==> src/rtl/cache_pkg.sv <==
// rtl/cache_pkg.sv - shared cache geometry defaults and fill-controller state type
package cache_pkg;

  localparam int CACHE_SIZE_BLOCK = 32;
  localparam int CACHE_BIT_TOTAL  = 24;

  typedef enum logic [2:0] {
    IDLE,
    LOOKUP,
    MISS_REQ,
    MISS_WAIT,
    FILL
  } cache_fill_state_t;

endpackage

==> src/rtl/cache_fill_ctrl_if.sv <==
// rtl/cache_fill_ctrl_if.sv - compute-side slave, SDRAM master, cache array and stats signals
interface cache_fill_ctrl_if #(
  parameter int SIZE_BLOCK = cache_pkg::CACHE_SIZE_BLOCK,
  parameter int BIT_TOTAL  = cache_pkg::CACHE_BIT_TOTAL
);
  localparam int BIT_OFFSET = $clog2(SIZE_BLOCK / 8);

  logic                              s_read;
  logic [BIT_TOTAL-1:0]              s_address;
  logic                              s_waitrequest;
  logic [SIZE_BLOCK-1:0]             s_readdata;
  logic                              s_readdatavalid;

  logic                              m_read;
  logic [BIT_TOTAL+BIT_OFFSET-1:0]   m_address;
  logic                              m_waitrequest;
  logic [SIZE_BLOCK-1:0]             m_readdata;
  logic                              m_readdatavalid;

  logic                              c_en;
  logic                              c_wrt;
  logic [BIT_TOTAL-1:0]              c_addr;
  logic [SIZE_BLOCK-1:0]             c_wdata;
  logic [SIZE_BLOCK-1:0]             c_rdata;
  logic                              c_success;

  logic [31:0]                       o_hits;
  logic [31:0]                       o_misses;

  // slave: the fill controller's view; master: the surrounding agents, SDRAM and cache array
  modport slave (
    input  s_read, s_address, m_waitrequest, m_readdata, m_readdatavalid, c_rdata, c_success,
    output s_waitrequest, s_readdata, s_readdatavalid, m_read, m_address,
           c_en, c_wrt, c_addr, c_wdata, o_hits, o_misses
  );

  modport master (
    output s_read, s_address, m_waitrequest, m_readdata, m_readdatavalid, c_rdata, c_success,
    input  s_waitrequest, s_readdata, s_readdatavalid, m_read, m_address,
           c_en, c_wrt, c_addr, c_wdata, o_hits, o_misses
  );

endinterface

==> src/rtl/cache_fill_ctrl_sat_counter32.sv <==
// rtl/cache_fill_ctrl_sat_counter32.sv - 32-bit saturating event counter with synchronous clear
module sat_counter32 (
  input  logic        i_clk,
  input  logic        clr_i,
  input  logic        en_i,
  output logic [31:0] count_o
);

  logic [31:0] count_q;

  always_ff @(posedge i_clk) begin
    if (clr_i) begin
      count_q <= '0;
    end else if (en_i && (count_q != 32'hFFFF_FFFF)) begin
      count_q <= count_q + 32'd1;
    end
  end

  assign count_o = count_q;

endmodule

==> src/rtl/cache_fill_ctrl.sv <==
// rtl/cache_fill_ctrl.sv - read-miss handler: cache lookup, SDRAM fetch, fill and respond
// Optional hit/miss statistics counters are built when CACHE_FILL_STATS_EN is defined.
module cache_fill_ctrl
  import cache_pkg::*;
#(
  parameter int SIZE_BLOCK = CACHE_SIZE_BLOCK,
  parameter int BIT_TOTAL  = CACHE_BIT_TOTAL
) (
  input logic              i_clk,
  input logic              i_rst,
  cache_fill_ctrl_if.slave bus
);

  localparam int BIT_OFFSET = $clog2(SIZE_BLOCK / 8);

  cache_fill_state_t               state_q;
  logic [BIT_TOTAL-1:0]            req_addr_q;
  logic [SIZE_BLOCK-1:0]           fill_data_q;
  logic [SIZE_BLOCK-1:0]           s_readdata_q;
  logic                            s_readdatavalid_q;
  logic                            m_read_q;
  logic [BIT_TOTAL+BIT_OFFSET-1:0] m_address_q;
  logic                            accept;

  assign bus.s_waitrequest = i_rst | (state_q != IDLE);
  assign accept            = bus.s_read & ~bus.s_waitrequest;

  // Cache port is shared: read on accept in IDLE, write during FILL; reset suppresses the write.
  always_comb begin
    bus.c_en    = 1'b0;
    bus.c_wrt   = 1'b0;
    bus.c_addr  = '0;
    bus.c_wdata = '0;
    if (accept) begin
      bus.c_en   = 1'b1;
      bus.c_addr = bus.s_address;
    end else if ((state_q == FILL) && !i_rst) begin
      bus.c_en    = 1'b1;
      bus.c_wrt   = 1'b1;
      bus.c_addr  = req_addr_q;
      bus.c_wdata = fill_data_q;
    end
  end

  always_ff @(posedge i_clk) begin
    if (i_rst) begin
      state_q           <= IDLE;
      req_addr_q        <= '0;
      fill_data_q       <= '0;
      s_readdata_q      <= '0;
      s_readdatavalid_q <= 1'b0;
      m_read_q          <= 1'b0;
      m_address_q       <= '0;
    end else begin
      s_readdatavalid_q <= 1'b0;
      case (state_q)
        IDLE: begin
          if (accept) begin
            req_addr_q <= bus.s_address;
            state_q    <= LOOKUP;
          end
        end
        LOOKUP: begin
          if (bus.c_success) begin
            s_readdata_q      <= bus.c_rdata;
            s_readdatavalid_q <= 1'b1;
            state_q           <= IDLE;
          end else begin
            m_address_q <= {req_addr_q, {BIT_OFFSET{1'b0}}};
            m_read_q    <= 1'b1;
            state_q     <= MISS_REQ;
          end
        end
        MISS_REQ: begin
          if (!bus.m_waitrequest) begin
            m_read_q <= 1'b0;
            state_q  <= MISS_WAIT;
          end
        end
        MISS_WAIT: begin
          if (bus.m_readdatavalid) begin
            fill_data_q <= bus.m_readdata;
            state_q     <= FILL;
          end
        end
        FILL: begin
          s_readdata_q      <= fill_data_q;
          s_readdatavalid_q <= 1'b1;
          state_q           <= IDLE;
        end
        default: state_q <= IDLE;
      endcase
    end
  end

  assign bus.s_readdata      = s_readdata_q;
  assign bus.s_readdatavalid = s_readdatavalid_q;
  assign bus.m_read          = m_read_q & ~i_rst;
  assign bus.m_address       = m_address_q;

`ifdef CACHE_FILL_STATS_EN
  logic lookup_hit;
  logic lookup_miss;

  assign lookup_hit  = (state_q == LOOKUP) & bus.c_success;
  assign lookup_miss = (state_q == LOOKUP) & ~bus.c_success;

  sat_counter32 u_hits (
    .i_clk   (i_clk),
    .clr_i   (i_rst),
    .en_i    (lookup_hit),
    .count_o (bus.o_hits)
  );

  sat_counter32 u_misses (
    .i_clk   (i_clk),
    .clr_i   (i_rst),
    .en_i    (lookup_miss),
    .count_o (bus.o_misses)
  );
`else
  assign bus.o_hits   = '0;
  assign bus.o_misses = '0;
`endif

endmodule

==> src/flat_wrapper.sv <==
// flat-port wrapper written by rule: the top's interface ports become plain ports
module cache_fill_ctrl_flat import cache_pkg::*;
#(
  parameter int SIZE_BLOCK = CACHE_SIZE_BLOCK,
  parameter int BIT_TOTAL  = CACHE_BIT_TOTAL
)
  (i_clk, i_rst, bus_s_read, bus_s_address, bus_m_waitrequest, bus_m_readdata, bus_m_readdatavalid, bus_c_rdata, bus_c_success, bus_s_waitrequest, bus_s_readdata, bus_s_readdatavalid, bus_m_read, bus_m_address, bus_c_en, bus_c_wrt, bus_c_addr, bus_c_wdata, bus_o_hits, bus_o_misses);
  cache_fill_ctrl_if #(.SIZE_BLOCK(SIZE_BLOCK), .BIT_TOTAL(BIT_TOTAL)) bus_i ();
  input logic i_clk;
  input logic i_rst;
  input wire logic [$bits(bus_i.s_read)-1:0] bus_s_read;
  input wire logic [$bits(bus_i.s_address)-1:0] bus_s_address;
  input wire logic [$bits(bus_i.m_waitrequest)-1:0] bus_m_waitrequest;
  input wire logic [$bits(bus_i.m_readdata)-1:0] bus_m_readdata;
  input wire logic [$bits(bus_i.m_readdatavalid)-1:0] bus_m_readdatavalid;
  input wire logic [$bits(bus_i.c_rdata)-1:0] bus_c_rdata;
  input wire logic [$bits(bus_i.c_success)-1:0] bus_c_success;
  output wire logic [$bits(bus_i.s_waitrequest)-1:0] bus_s_waitrequest;
  output wire logic [$bits(bus_i.s_readdata)-1:0] bus_s_readdata;
  output wire logic [$bits(bus_i.s_readdatavalid)-1:0] bus_s_readdatavalid;
  output wire logic [$bits(bus_i.m_read)-1:0] bus_m_read;
  output wire logic [$bits(bus_i.m_address)-1:0] bus_m_address;
  output wire logic [$bits(bus_i.c_en)-1:0] bus_c_en;
  output wire logic [$bits(bus_i.c_wrt)-1:0] bus_c_wrt;
  output wire logic [$bits(bus_i.c_addr)-1:0] bus_c_addr;
  output wire logic [$bits(bus_i.c_wdata)-1:0] bus_c_wdata;
  output wire logic [$bits(bus_i.o_hits)-1:0] bus_o_hits;
  output wire logic [$bits(bus_i.o_misses)-1:0] bus_o_misses;
  assign bus_i.s_read = bus_s_read;
  assign bus_i.s_address = bus_s_address;
  assign bus_i.m_waitrequest = bus_m_waitrequest;
  assign bus_i.m_readdata = bus_m_readdata;
  assign bus_i.m_readdatavalid = bus_m_readdatavalid;
  assign bus_i.c_rdata = bus_c_rdata;
  assign bus_i.c_success = bus_c_success;
  assign bus_s_waitrequest = bus_i.s_waitrequest;
  assign bus_s_readdata = bus_i.s_readdata;
  assign bus_s_readdatavalid = bus_i.s_readdatavalid;
  assign bus_m_read = bus_i.m_read;
  assign bus_m_address = bus_i.m_address;
  assign bus_c_en = bus_i.c_en;
  assign bus_c_wrt = bus_i.c_wrt;
  assign bus_c_addr = bus_i.c_addr;
  assign bus_c_wdata = bus_i.c_wdata;
  assign bus_o_hits = bus_i.o_hits;
  assign bus_o_misses = bus_i.o_misses;
  cache_fill_ctrl #(.SIZE_BLOCK(SIZE_BLOCK), .BIT_TOTAL(BIT_TOTAL)) u_core (.i_clk(i_clk), .i_rst(i_rst), .bus(bus_i));
endmodule
==> config.mk <==
export PLATFORM = sky130hd
export DESIGN_NAME = cache_fill_ctrl_flat
export DESIGN_NICKNAME = d
export VERILOG_FILES = /design/src/rtl/cache_pkg.sv /design/src/rtl/cache_fill_ctrl_if.sv /design/src/rtl/cache_fill_ctrl_sat_counter32.sv /design/src/rtl/cache_fill_ctrl.sv /design/src/flat_wrapper.sv
export SDC_FILE = /design/constraint.sdc
export NUM_CORES = 1
export LEC_CHECK = 0
export ABC_AREA = 1
export BUFFER_PORTS_ARGS = -buffer_cell sky130_fd_sc_hd__buf_2
export CELL_PAD_IN_SITES_DETAIL_PLACEMENT = 1
export CELL_PAD_IN_SITES_GLOBAL_PLACEMENT = 2
export CORE_ASPECT_RATIO = 2
export CORE_UTILIZATION = 24
export CTS_CLUSTER_DIAMETER = 150
export CTS_CLUSTER_SIZE = 28
export DETAILED_ROUTE_END_ITERATION = 8
export GPL_ROUTABILITY_DRIVEN = 0
export GPL_TIMING_DRIVEN = 0
export PLACE_DENSITY_LB_ADDON = 0.08
export SETUP_SLACK_MARGIN = 0.15
export SYNTH_ARGS = -nofsm -noshare
export SYNTH_HDL_FRONTEND = slang
export SYNTH_SLANG_ARGS = --single-unit
==> constraint.sdc <==
create_clock -name i_clk -period 1.75 [get_ports i_clk]
set_input_delay 0.4375 -clock i_clk [delete_from_list [all_inputs] [get_ports i_clk]]
set_output_delay 0.4375 -clock i_clk [all_outputs]
set_load 0.05 [all_outputs]
# ---- Yosys cells after proc, flatten, opt, wreduce, memory -nomap -nowiden
# Index checks and enable logic that the tools add are counted.
dict set report op_classes {
  n_reduce_logical 12
  muxes 19
  bitwise_logic 6
  eq_ne 9
}
# operator n
set op_table {}
lappend op_table {{$mux 32} 3}
lappend op_table {{$pmux 32 s2} 1}
lappend op_table {{$mux 24} 2}
lappend op_table {{$pmux 3 s4} 1}
lappend op_table {{$mux 3} 3}
lappend op_table {{$ne 2x2->1 const B} 4}
lappend op_table {{$reduce_and 2->1} 4}
lappend op_table {{$eq 3x2->1 const B} 2}
lappend op_table {{$mux 1} 6}
lappend op_table {{$reduce_and 3->1} 2}
lappend op_table {{$pmux 1 s2} 2}
lappend op_table {{$reduce_bool 2->1} 2}
lappend op_table {{$eq 3x1->1 const B} 1}
lappend op_table {{$eq 3x3->1 const B} 1}
lappend op_table {{$logic_not 3->1} 1}
lappend op_table {{$not 1->1} 3}
lappend op_table {{$reduce_bool 3->1} 1}
lappend op_table {{$and 1x1->1} 2}
lappend op_table {{$mux 2} 1}
lappend op_table {{$ne 2x1->1 const B} 1}
lappend op_table {{$logic_and 1x1->1} 1}
lappend op_table {{$logic_not 1->1} 1}
lappend op_table {{$or 1x1->1} 1}
dict set report word_totals {
  elab_cells 53
  in_bits 94
  reg_bits 117
  output_inout_bits 183
}

# ---- Longest topological paths before layout
# Gate-level depths: netlist (run 1).
dict set report logic_depth {
  word_depth 6
  depth_mapped 8
  depth_no_buf 7
}

# ---- Least setup slack after synthesis (run 1)
# No wires, ideal clock.
dict set report synth_path {
  path_kind {register to output}
  from {register u_core.state_q[0]}
  to {output port bus_c_wdata[22]}
  t_required_ns 1.312
  setup_slack_ns -0.268
  arrival_ns 1.580
  path_stages_with_launch 7
  path_buffers 1
  path_cell_list {dfxtp_1 > nor2_4 > nand2_2 > inv_2 > nand2_2 > buf_2 > nor2_1}
}
dict set report synth_via {
  elab_chain_cells 5
  elab_cells_between_ends 8
}
# item line_no
set synth_rtl {}
lappend synth_rtl {{from (decl)} cache_fill_ctrl.sv:16} ;# cache_fill_state_t state_q;
lappend synth_rtl {{from (signal assigned)} cache_fill_ctrl.sv:47} ;# state_q <= IDLE;
lappend synth_rtl {{from (signal assigned)} cache_fill_ctrl.sv:60} ;# state_q <= LOOKUP;
lappend synth_rtl {{from (signal assigned)} cache_fill_ctrl.sv:67} ;# state_q <= IDLE;
lappend synth_rtl {{$reduce_bool 3->1} cache_fill_ctrl.sv:25} ;# assign bus.s_waitrequest = i_rst | (state_q != IDLE);
lappend synth_rtl {{$or 1x1->1} cache_fill_ctrl.sv:25}
lappend synth_rtl {{$not 1->1} cache_fill_ctrl.sv:26} ;# assign accept = bus.s_read & ~bus.s_waitrequest;
lappend synth_rtl {{$and 1x1->1} cache_fill_ctrl.sv:26}
lappend synth_rtl {{$mux 32 (*)} cache_fill_ctrl.sv:34} ;# if (accept) begin
lappend synth_rtl {{to (decl)} flat_wrapper.sv:26} ;# output wire logic [$bits(bus_i.c_wdata)-1:0] bus_c_wdata;
# Mark *: on every way between the ends. The rest lies on a longest branch, timed or not.

# ---- Worst setup path in the final report (run 1)
dict set report layout_path {
  from {register u_core.state_q[0]}
  to {output port bus_c_addr[18]}
}
dict set report layout_via {
  elab_chain_cells 5
  elab_cells_between_ends 8
}
# item line_no
set layout_rtl {}
lappend layout_rtl {{$reduce_bool 3->1} cache_fill_ctrl.sv:25}
lappend layout_rtl {{$or 1x1->1} cache_fill_ctrl.sv:25}
lappend layout_rtl {{$not 1->1} cache_fill_ctrl.sv:26}
lappend layout_rtl {{$and 1x1->1} cache_fill_ctrl.sv:26}
lappend layout_rtl {{$mux 24 (*)} cache_fill_ctrl.sv:34}
lappend layout_rtl {{to (decl)} flat_wrapper.sv:25} ;# output wire logic [$bits(bus_i.c_addr)-1:0] bus_c_addr;
# Marks and branches as above.

==> impl_metrics.yaml, run 1 <==
detailed_routing:
  first_iter_violations: 92
  wl_per_cell_um: 16.5
  avgViaCountPerCell: 4.26
  ant_nets: 0
  drc: 0
  first_pass_iters: 4
  vias: 5888
  wl_um: 22900
clock_tree:
  clk_pin_slew_ns: 0.06
  tritoncts: "built"
  clk_latency_ns: 0.42
  cts_max_level: 4
  clock_sinks: 117
  clockBufferDepth: 2
  cts_buffers: 17
  cts_hold_buf: 0
  cts-root-buf: "clkbuf_16"
global_route:
  grt_pass1_vias: 6062
  grt_util_all_layers_pct: 18.7
  grt_max_degree: 17
  grt_first_pass_wirelength_um: 32700
  grt.overflow.total: 0
  antenna_found_initial: 1
floorplanning:
  die_w_um: 109
  start_util_pct: 24.4
  dieArea_um2: 23700
  core_um2: 22600
  die_h_um: 217
  pin_count: 277
  rows: 78
yosys:
  synth_cell_types: 19
  yosysMostFrequentCell: "nor2_1"
  async_flop_share_pct: 0
  synth.top_cell.area_share_pct: 42.3
  synth-seq-cells: 117
  synth_cells: 757
  syn_area_um2: 5530
  yosys.area.top_type: "dfxtp_1"
  yosys-top-cells-count: "nor2_1, nand2_1, dfxtp_1, buf_4, o21ai_0"
  ys_seq_area_share_pct: 42.3
  synth_area_leaders: "dfxtp_1, nor2_1, buf_4"
  yosys_warnings: 0
  synth_edf_count: 0
  synth-main-ff-cell: "dfxtp_1"
  syn_avg_cell_area_um2: 7.31
layout:
  area_growth_pct: 82.7
  final_util_pct: 44.6
  fin_area_um2: 10100
  multi_input_area_um2: 3450
  diodes: 0
  seqCellArea_um2: 2350
  final_cells: 1383
  drive_above_1_share_pct: 51.1
  nFillCells: 2708
  nets: 1185
pwr:
  p_leak_nw: 4.63
  power_density_nw_per_um2: 1210
  ir_drop_v: 0.000911
timing:
  fin_tns_setup_ns: -32.77
  worst_slack_ns: -0.438
  finalSetupViolations: 92
  clock_skew_ns: 0.00978
  max_freq_ghz: 0.457
  slew_headroom_pct: 63.4
  maxSlewViolCount: 0
  rsz0062_at_grt: "true"
  worst_slew_pin_slew_ns: 0.549
  timing.hold.ws_ns: 0.282
  period_needed_ns: 2.19
  finalCritPeriodShare_pct: 125
  finalHoldViolations: 0
status:
  violations: "setup timing"
  outcome: "finished with violations"
placed_design:
  placed_cells: 1312
  dp_hpwl_um: 16500
  dpl-instance-area_um2: 7840
  io_buffers: 210
critical_path:
  path_class: "flip-flop to primary output"
  cpPeakStageDelay_ns: 0.35
  slowest_stage: "dfxtp_4"
  end_kind: "primary output"
  cp.arrival_ns: 1.75
  start_kind: "flip-flop"
  cp_max_fo: 7
  crit_chain: "nor2_4 > buf_4 > nand4_4 > inv_8 > clkbuf_16 > nand2_4 > nand2_8 > buf_8"
  required_ns: 1.31
worst_hold_path:
  hp-class: "primary input to flip-flop"
flow_run:
  maxCapViolCount: 0
[worst max-delay path: cells and delay by family (launching register included)]
| family | cells | cell delay, ns |
|---|---|---|
| simple gates | 4 | 0.38 |
| flops | 1 | 0.35 |
| buf+inv | 4 | 0.59 |
[sequential cells by signal (all words and copies together), names as in the netlist]
| signal | flops |
|---|---|
| u_core.bus.m_address | 24 |
| u_core.fill_data_q | 32 |
| u_core.state_q | 3 |
| u_core.bus.s_readdata | 32 |
| u_core.req_addr_q | 24 |
| u_core.bus.s_readdatavalid | 1 |
| u_core.m_read_q | 1 |
[final timing paths]
path	from	to	slack (ns)	depth (start not counted)
worst max-delay path	u_core.state_q[0]$_SDFFE_PP0P_	bus_c_addr[18]	-0.44	8
worst min-delay path	bus_m_readdata[30]	u_core.fill_data_q[30]$_SDFFE_PP0P_	0.28	3
worst max register to register	u_core.state_q[0]$_SDFFE_PP0P_	u_core.bus.s_readdata[1]$_SDFFE_PP0P_	-0.36	15
worst min register to register	u_core.bus.m_address[9]$_SDFFE_PP0P_	u_core.bus.m_address[9]$_SDFFE_PP0P_	0.48	2
[cell type report]
type	count	area share, %
tap	280	3.47
clock buffer	22	4.69
multi-input combinational	548	34.1
buffer	112	10.3
clock inverter	9	1.01
sequential	117	23.2
timing repair buffer	250	21.2
inverter	45	1.98
[layer usage]
layer | track usage [%] | up-vias | share of wire (%) | routed length, um
met5 | 0 | - | 0 | 0
met4 | 6.36 | 0 | 2.1 | 486
met3 | 5.50 | 28 | 5.6 | 1280
met2 | 38.4 | 164 | 61 | 14100
met1 | 16.1 | 2761 | 31 | 7060
li1 | - | 2935 | - | -
[logic make-up after synthesis]
family | share of synthesized area [%]
buffers and inverters | 17.7
flip-flops | 42.3
AND/OR/NAND/NOR | 21.4
AO/OA/AOI/OAI | 18.4
other | 0.0678
[power breakdown]
part | internal, W | leakage, nW | switching, W | total, W
Clock | 0.00219 | 0.278 | 0.00129 | 0.00348
Sequential | 0.00318 | 0.953 | 0.000299 | 0.00348
Combinational | 0.00166 | 3.39 | 0.00358 | 0.00524
[timing repair]
action / 4_1_cts / 5_1_grt
setup endpoints to repair: 60 / 102
resized for setup: 206 / 125
pin swaps: 4 / 68
cloned: 3 / 9
buffers inserted: 20 / 8
[layout by cell type (no fill, tap or decap), drive strengths merged]
cell type,count
buf,338
nor2,154
nand2,141
o21ai,122
dfxtp,117
conb,66
a21oi,59
clkbuf,46
inv,44
nand3,5
clkinvlp,4
clkinv,4
bufinv,2
nand4,1
[through the flow]
stage | setup WS, ns | power (W)
finish | -0.438 | 0.0122
global route | -0.516 | 0.0128
CTS | -0.461 | 0.0119
detailed placement | -0.443 | 0.00798
global placement | -0.498 | 0.00795
floorplan | -0.0750 | 0.00689
No activity file was read; power rests on OpenSTA's default activity.
==> run 2, diff against run 1 <==
--- a/config.mk
+++ b/config.mk
@@ -6,7 +6,7 @@
 export NUM_CORES = 1
 export LEC_CHECK = 0
 export ABC_AREA = 1
-export BUFFER_PORTS_ARGS = -buffer_cell sky130_fd_sc_hd__buf_2
+export BUFFER_PORTS_ARGS = -buffer_cell sky130_fd_sc_hd__clkbuf_2
 export CELL_PAD_IN_SITES_DETAIL_PLACEMENT = 1
 export CELL_PAD_IN_SITES_GLOBAL_PLACEMENT = 2
 export CORE_ASPECT_RATIO = 2
==> impl_metrics.yaml, run 2 (synthesis results as in run 1) <==
clock_tree:
  clock_sinks: 117
  cts_max_level: 4
  cts_buffers: 17
  clk_pin_slew_ns: 0.05
  cts-root-buf: "clkbuf_16"
  clockBufferDepth: 2
  clk_latency_ns: 0.41
  tritoncts: "built"
timing:
  maxSlewViolCount: 0
  finalHoldViolations: 0
  worst_slack_ns: -0.486
  slew_headroom_pct: 65.9
  finalSetupViolations: 59
  finalCritPeriodShare_pct: 128
  worst_slew_pin_slew_ns: 0.512
  max_freq_ghz: 0.447
  period_needed_ns: 2.24
  clock_skew_ns: 0.00712
  rsz0062_at_grt: "true"
global_route:
  grt.overflow.total: 0
  grt_pass1_vias: 6138
  grt_first_pass_wirelength_um: 32800
  grt_max_degree: 17
  grt_util_all_layers_pct: 18.7
  antenna_found_initial: 0
critical_path:
  startpoint: "u_core.state_q[0]$_SDFFE_PP0P_"
  start_kind: "flip-flop"
  reg2reg_from: "u_core.state_q[0]$_SDFFE_PP0P_"
  cpPeakStageDelay_ns: 0.35
  cp.arrival_ns: 1.80
  end_kind: "primary output"
  cp_max_fo: 10
  required_ns: 1.31
  path_class: "flip-flop to primary output"
  crit_chain: "nor2_4 > buf_6 > nand4_4 > buf_4 > buf_4 > nand2_2 > clkbuf_8"
  slowest_stage: "dfxtp_4"
  crit_path_frequent_cell: "buf_4"
status:
  violations: "setup timing"
  outcome: "finished with violations"
pwr:
  p_leak_nw: 4.55
  ir_drop_v: 0.000659
  power_w: 0.0120
  power_density_nw_per_um2: 1220
flow_run:
  maxCapViolCount: 0
worst_hold_path:
  hold_path_startpoint: "bus_m_readdata[2]"
  hp-class: "primary input to flip-flop"
layout:
  area_growth_pct: 77.9
  layout_common_cells: "clkbuf_2, nor2_1, dfxtp_1, buf_4, o21ai_0"
  drive_above_1_share_pct: 47.6
  nFillCells: 2719
  nets: 1166
  layout_commonest_cell: "clkbuf_2"
  diodes: 0
placed_design:
  dp_hpwl_um: 16500
  io_buffers: 210
  place_ws_ns: -0.530
detailed_routing:
  avgViaCountPerCell: 4.24
  wl_um: 21400
  wl_per_cell_um: 15.7
  first_pass_iters: 4
  vias: 5772
  first_iter_violations: 96
  drc: 0
  ant_nets: 0
floorplanning:
  pin_count: 277
  rows: 78
  die_w_um: 109
  start_util_pct: 24.4
  core_um2: 22600
  dieArea_um2: 23700
  die_h_um: 217
==> run 2: power breakdown <==
part	total [W]	leakage [nW]	internal, W	switching [W]
sequential	0.00351	0.953	0.00319	0.000321
clock	0.00347	0.285	0.00226	0.00122
combinational	0.00500	3.31	0.00154	0.00346
total	0.0120	4.55	0.00698	0.00500
==> run 2: metal layers <==
| layer | GRT usage [%] | share of wire [%] | wire [um] | vias to the layer above |
|---|---|---|---|---|
| met5 | 0 | 0 | 0 | - |
| met4 | 7.02 | 2.2 | 479 | 0 |
| met3 | 5.32 | 5.9 | 1260 | 24 |
| met2 | 38.7 | 60 | 12900 | 163 |
| met1 | 15.7 | 32 | 6760 | 2690 |
| li1 | - | - | - | 2895 |
==> run 2: layout make-up <==
type | instances | area [um^2] | share of cell area (%)
plain buffers | 112 | 967 | 9.83
clock buffers | 25 | 505 | 5.14
clock inverters | 4 | 70.1 | 0.712
inverters | 45 | 193 | 1.96
multi-input cells | 548 | 3270 | 33.3
flip-flops and latches | 117 | 2350 | 23.9
well taps | 280 | 350 | 3.56
repair buffers | 231 | 2130 | 21.6
==> run 2: what timing repair did <==
action,CTS,global route
hold buffers,0,0
buffers inserted,15,3
setup endpoints to repair,60,82
pin swaps,5,10
gates cloned,3,0
resized for setup,214,65
==> run 2: final timing paths <==
check,to,slack (ns),cells past startpoint
worst max register to register,u_core.bus.s_readdata[7]$_SDFFE_PP0P_,0.25,9
worst min register to register,u_core.bus.m_address[4]$_SDFFE_PP0P_,0.48,2
worst min-delay path,u_core.fill_data_q[2]$_SDFFE_PP0P_,0.29,3
worst max-delay path,bus_c_en,-0.49,7
==> run 2: worst max-delay path: cells and delay by family, from the launching register on <==
| kind | cells | cell delay, ns |
|---|---|---|
| flip-flops | 1 | 0.35 |
| buffers and inverters | 4 | 0.67 |
| AND/OR/NAND/NOR | 3 | 0.36 |
==> run 2: per-stage QoR <==
stage / setup TNS [ns] / cell area [um^2] / hold slack, ns / util (%) / instances
floorplan: -0.305 / 6440 / 0.451 / - / 822
global placement: -13.85 / 7840 / 0.465 / 34.6 / 1312
detailed placement: -14.77 / 7840 / 0.470 / 34.6 / 1312
CTS: -25.44 / 9670 / 0.271 / 42.7 / 1359
global route: -28.42 / 9840 / 0.281 / 43.5 / 1362
finish: -23.88 / 9840 / 0.289 / 43.5 / 1362
